[src/rtl/ft232h_fifo_ctrl.sv]
// FT232H 245 synchronous-FIFO controller: bus direction arbitration, rx FIFO, tx holding register.
// Optional macro SIWU_FLUSH_EN: pulse siwu low after FLUSH_IDLE idle cycles following writes.
module ft232h_fifo_ctrl #(
    parameter int RX_DEPTH   = 4,
    parameter int MAX_BURST  = 64,
    parameter int FLUSH_IDLE = 16
) (
    input  logic       clkout,
    input  logic       rst,
    input  logic [7:0] adbus_i,
    output logic [7:0] adbus_o,
    output logic       adbus_oe,
    input  logic       txe,
    input  logic       rxf,
    output logic       wr,
    output logic       rd,
    output logic       oe,
    output logic       siwu,
    output logic [7:0] rx_data,
    output logic       rx_valid,
    input  logic       rx_ready,
    input  logic [7:0] tx_data,
    input  logic       tx_valid,
    output logic       tx_ready
);
    localparam int AW = $clog2(RX_DEPTH);
    localparam int BW = $clog2(MAX_BURST + 1);
    localparam logic [AW:0]   FULL_CNT  = RX_DEPTH[AW:0];
    localparam logic [BW-1:0] BURST_MAX = MAX_BURST[BW-1:0];

    localparam logic [1:0] IDLE    = 2'd0;
    localparam logic [1:0] RD_TURN = 2'd1;
    localparam logic [1:0] READ    = 2'd2;
    localparam logic [1:0] WRITE   = 2'd3;

    logic [1:0]    state;
    logic [1:0]    state_nxt;
    logic [BW-1:0] burst;
    logic          write_prio;
    logic [7:0]    fifo_mem [RX_DEPTH];
    logic [AW-1:0] wptr;
    logic [AW-1:0] rptr;
    logic [AW:0]   count;
    logic          hold_valid;
    logic [7:0]    hold_data;
    logic          rd_req;
    logic          wr_req;
    logic          burst_left;
    logic          capture;
    logic          xfer;
    logic          pop;
    logic          load;

    assign rd_req     = !rxf && (count != FULL_CNT);
    assign wr_req     = !txe && hold_valid;
    assign burst_left = (burst != BURST_MAX);
    assign capture    = (state == READ) && rd_req && burst_left;
    assign xfer       = (state == WRITE) && wr_req && burst_left;

    assign rd       = ~capture;
    assign wr       = ~xfer;
    assign oe       = ~((state == RD_TURN) || (state == READ));
    assign adbus_oe = (state == WRITE);
    assign adbus_o  = adbus_oe ? hold_data : 8'h00;

    always_comb begin
        state_nxt = state;
        case (state)
            IDLE: begin
                if (wr_req && (write_prio || !rd_req)) begin
                    state_nxt = WRITE;
                end else if (rd_req) begin
                    state_nxt = RD_TURN;
                end
            end
            RD_TURN: state_nxt = READ;
            // A cycle without a capture (empty, full or burst exhausted) ends the read burst
            READ: begin
                if (!capture) begin
                    state_nxt = IDLE;
                end
            end
            WRITE: begin
                if (txe || (!hold_valid && !tx_valid) || !burst_left) begin
                    state_nxt = IDLE;
                end
            end
            default: state_nxt = IDLE;
        endcase
    end

    always_ff @(posedge clkout or posedge rst) begin
        if (rst) begin
            state      <= IDLE;
            burst      <= '0;
            write_prio <= 1'b0;
        end else begin
            state <= state_nxt;
            if ((state == IDLE) || (state == RD_TURN)) begin
                burst <= '0;
            end else if (capture || xfer) begin
                burst <= burst + 1'b1;
            end
            // A read burst cut short by MAX_BURST hands the next contended slot to writes
            if ((state == READ) && (state_nxt == IDLE)) begin
                write_prio <= !burst_left;
            end else if ((state == IDLE) && (state_nxt != IDLE)) begin
                write_prio <= 1'b0;
            end
        end
    end

    assign rx_valid = (count != '0);
    assign rx_data  = fifo_mem[rptr];
    assign pop      = rx_valid && rx_ready;

    always_ff @(posedge clkout or posedge rst) begin
        if (rst) begin
            wptr  <= '0;
            rptr  <= '0;
            count <= '0;
        end else begin
            if (capture) begin
                wptr <= wptr + 1'b1;
            end
            if (pop) begin
                rptr <= rptr + 1'b1;
            end
            case ({capture, pop})
                2'b10:   count <= count + 1'b1;
                2'b01:   count <= count - 1'b1;
                default: ;
            endcase
        end
    end

    always_ff @(posedge clkout) begin
        if (capture) begin
            fifo_mem[wptr] <= adbus_i;
        end
    end

    // Ready while the word goes out this cycle, so a reload keeps 1 byte/clock
    assign tx_ready = !hold_valid || xfer;
    assign load     = tx_valid && tx_ready;

    always_ff @(posedge clkout or posedge rst) begin
        if (rst) begin
            hold_valid <= 1'b0;
        end else if (load) begin
            hold_valid <= 1'b1;
        end else if (xfer) begin
            hold_valid <= 1'b0;
        end
    end

    always_ff @(posedge clkout) begin
        if (load) begin
            hold_data <= tx_data;
        end
    end

`ifdef SIWU_FLUSH_EN
    localparam int IW = $clog2(FLUSH_IDLE + 1);
    localparam logic [IW-1:0] IDLE_MAX = FLUSH_IDLE[IW-1:0];

    logic [IW-1:0] idle_cnt;
    logic          armed;
    logic          flush;

    assign flush = armed && (idle_cnt == IDLE_MAX) && ((state == IDLE) || (state == WRITE));
    assign siwu  = ~flush;

    always_ff @(posedge clkout or posedge rst) begin
        if (rst) begin
            idle_cnt <= '0;
            armed    <= 1'b0;
        end else if (xfer) begin
            idle_cnt <= '0;
            armed    <= 1'b1;
        end else if (flush) begin
            idle_cnt <= '0;
            armed    <= 1'b0;
        end else if (!hold_valid && (idle_cnt != IDLE_MAX)) begin
            idle_cnt <= idle_cnt + 1'b1;
        end
    end
`else
    // Flush disabled: siwu stays inactive whatever FLUSH_IDLE is set to
    assign siwu = 1'b1 | (FLUSH_IDLE == 0);
`endif

endmodule

[config.mk]
export PLATFORM = sky130hd
export DESIGN_NAME = ft232h_fifo_ctrl
export DESIGN_NICKNAME = d
export VERILOG_FILES = /design/src/rtl/ft232h_fifo_ctrl.sv
export SDC_FILE = /design/constraint.sdc
export NUM_CORES = 1
export LEC_CHECK = 0
export CAP_MARGIN = 20
export CORE_MARGIN = 10
export CORE_UTILIZATION = 50
export CTS_BUF_LIST = sky130_fd_sc_hd__clkbuf_8
export DETAILED_ROUTE_END_ITERATION = 7
export GPL_ROUTABILITY_DRIVEN = 0
export MAX_ROUTING_LAYER = met4
export PLACE_DENSITY = 0.76
export SLEW_MARGIN = 20
export SYNTH_ARGS = -nofsm -noshare
export SYNTH_HDL_FRONTEND = slang
export SYNTH_SLANG_ARGS = --single-unit
[constraint.sdc]
create_clock -name clkout -period 6.4 [get_ports clkout]
set_input_delay 1.6 -clock clkout [delete_from_list [all_inputs] [get_ports clkout]]
set_output_delay 1.6 -clock clkout [all_outputs]
set_load 0.03 [all_outputs]
==> summary.md <==
| Metric | Value |
|---|---|
| Post-route setup slack | `between 1 and 1.5 ns` |
| Routed Antenna Nets | `0` |
| Ant diodes | `0` |
| Vias per inst | `around 5.2` |
| Tmin final | `between 4 and 5 ns` |
| TNS Setup | `0 ns` |
| Pins over their slew limit | `0` |
| Area Growth Syn to Fin | `27.22%` |
| Routed WL | `between 4000 and 5000 um` |
| Psw | `474.4 uW` |
| Routed wire per std cell | `between 15 and 20 um` |
| IO Count | `45` |
| Clk_lat worst skew | `around 0.33 ns` |
| Worst hold margin | `0.4877 ns` |
| Critical Path AT | `approximately 3.4 ns` |
| Synth Area in Compound Gates | `0.03861` |
| Synth async-reset ratio | `0.3103` |
| Least-Margin Pin Slew | `approximately 0.71 ns` |
| Reg power frac | `0.365` |
| Count of different cell masters after synthesis | `42` |
| Synth Area in Adders | `0.06006` |
| Post-synth top cells | `edfxtp_1 (40), dfrtp_1 (18), inv_1 (14)` |
| Post-synthesis mux area share | `0.07674` |
| Max_cap viols | `0` |
| Peak supply drop | `0.2357 mV` |
| TritonCTS clock tree | `yes` |
| Chip Width | `a little over 90 um` |
| Max Buffers Root-to-Sink | `2` |
| RSZ-0062 raised after global routing | `no` |
| Initial antenna violation count | `0` |
| Slew headroom | `0.5289` |
| Tot GR Track Use | `0.1285` |
| Switching share of total power | `0.3338` |
| Most used cell, CP | `clkdlybuf4s50_1` |
| Crit-path max cell delay | `0.60 ns` |
| Post-CTS Setup Bufs | `0` |
| Net Count, Synth | `212` |
| CP startpoint kind | `input port` |
| Critical path class | `in2out` |
| Largest net degree at the start of global routing | `19` |
| Synth top area cells | `edfxtp_1 (46%), dfrtp_1 (17%), mux4_2 (6.9%), ha_1 (5.2%), xor2_1 (2.7%)` |
| Via count | `1,567` |
| Clock root cell | `clkbuf_8` |
| Status | `complete, no violations` |
| Crit share post-route | `0.7793` |
| Hold Crit Class | `reg2reg` |
| Simple-Gate Fraction of Synth Area | `0.1206` |
| PwrDens | `425.6 nW/um2` |
| Overall die height | `slightly above 90 um` |
| Internal | `946.9 uW` |
| Rows | `26` |
| Synth Instances | `178` |
| Post-synthesis average cell area | `14.75 um2` |
| Leakage | `0.001282 uW` |
| Clock power frac | `0.277` |
| Post-synth top area cell | `edfxtp_1` |
| Drt pass-1 iters | `4` |
| DRC | `0` |
| Core box area | `a little over 5000 um2` |
| Hold-fix buffers at CTS | `0` |
| Initial DRC count | `between 60 and 70` |
| XOR/XNOR share of the synthesized area | `0.04004` |
| Initial Util | `0.5140` |
| Largest delay share family, worst path | `buffers and inverters` |
| Dpl ws | `1.450 ns` |
| First-pass GRT wire length | `about 8400 um` |
| Achievable Freq | `~200 MHz` |
| Fraction of layout cells with a size suffix above 1 | `0.1472` |
| CTS sink count | `58` |
| Hold Vio Cnt, Final | `0` |
| M1 WL | `2188 um` |
| Most frequent cell after synthesis | `edfxtp_1` |
| Footprint of the multi-input gates | `885.9 um2` |
| WP data required | `4.80 ns` |
| Post-synth top area share | `0.4576` |
| Number of synthesized flops with an enable pin | `40` |
| Crit path max-delay cell type | `clkdlybuf4s50_1` |
| # fillers | `394` |
| WP buf/inv | `3` |
| Cts repair resizes | `0` |
| Post-DP HPWL | `about 3600 um` |
| Syn. warnings | `0` |
| Top Layer Used | `met4` |
| Htree depth | `3` |
| Post-Syn Area | `roughly 2600 um2` |
| Main synth FF type | `edfxtp_1` |
| Met3 WL | `261 um` |
| CTS Buf Count | `9` |
| Number of buffers added on ports | `43` |
| Worst-path clk slew | `0.06 ns` |
| CP Cell Sequence | `clkdlybuf4s50_1 -> nand2b_1 -> nor2_2 -> and2_1 -> inv_1 -> clkdlybuf4s50_1` |
| Nets@finish | `260` |
| Crit path max fanout | `7` |
| GRT Residual Overflow | `0` |
| Seq cells post-synth | `between 50 and 60` |
| Register area share after synthesis | `0.6292` |
| Number of global-route vias before repair | `1,670` |
| Comb pwr share | `0.358` |
| Setup violators final | `0` |
| Met2 wire len | `between 2000 and 2500 um` |
| Final clock skew | `between 0.006 and 0.007 ns` |
| Worst Setup End Kind | `output pin` |
| Register area | `1652 um2` |
| Main combinational cell family by area after synthesis | `simple AND/OR/NAND/NOR gates` |
| Die area | `around 8500 um2` |
| R2r setup slk | `between 3 and 4 ns` |
## through the flow
| stage | cell area (um2) | util | total power [uW] | cells |
|---|---|---|---|---|
| 2_1_floorplan | 2625 | - | 876.0 | 178 |
| 3_3_place_gp | 3108 | 0.6085 | 1033 | 285 |
| 3_5_place_dp | 3108 | 0.6085 | 1042 | 285 |
| 4_1_cts | 3339 | 0.6538 | 1441 | 301 |
| 5_1_grt | 3339 | 0.6538 | 1509 | 301 |
| 6_report | 3339 | 0.6538 | 1421 | 301 |
## area by class of cell
type / instances / area share
multi-input combinational: 100 / 0.2653
tap: 70 / 0.02623
sequential: 58 / 0.4946
clock buffer: 9 / 0.03709
clock inverter: 7 / 0.03222
timing repair buffer: 43 / 0.1289
inverter: 14 / 0.01574
## registers in the layout, summed over array words and instances (netlist names)
| signal | flops |
|---|---|
| burst | 7 |
| count | 3 |
| fifo_mem | 32 |
| hold_data | 8 |
| hold_valid | 1 |
| rptr | 2 |
| state | 2 |
| wptr | 2 |
| write_prio | 1 |
## kinds of logic after synthesis
logic type	count (synthesis)
xor gates and xnor gates	12
buffers and inverters	20
AOI/OAI and AO/OA	11
DFF	58
other	1
and+or+nand+nor	54
adders and majority gates	12
muxes	10
## power groups by stage
stage	clock (uW)	sequential, uW	combinational [uW]
finish	394	519	509
global route	418	530	562
CTS	402	521	518
detailed placement	0	529	513
global placement	0	526	507
floorplan	0	489	387
## cell usage in the layout (no fill, tap or decap), types with 2 or more instances in the layout
cell	netlist	layout
edfxtp_1	40	40
nand2b_1	2	2
clkinv_2	0	2
bufinv_16	0	3
nand4_1	2	2
nor2_1	11	11
xnor2_1	4	4
dfrtp_1	18	18
and3_1	6	6
nand2_1	6	6
o21ai_0	2	2
clkinv_1	0	2
inv_1	14	14
clkdlybuf4s50_1	0	43
nand3_1	7	7
clkbuf_8	0	9
xor2_1	8	8
ha_1	11	11
mux4_2	8	8
and2_1	10	10
## final timing paths
path | from | endpoint | cells past startpoint
max | rxf | rd | 6
min in group asynchronous | rst | rptr[1] | 2
max in group asynchronous | rst | burst[4] | 2
min | count[2] | count[2] | 1
min reg2reg | count[2] | count[2] | 1
max reg2reg | burst[0] | count[2] | 12
## metal layers
layer	global-route usage	vias up
met1	0.1479	788
li1	-	731
met2	0.1953	38
met5	-	-
met4	0.05656	0
met3	0.05085	10
(Power assumes the default switching activity.)
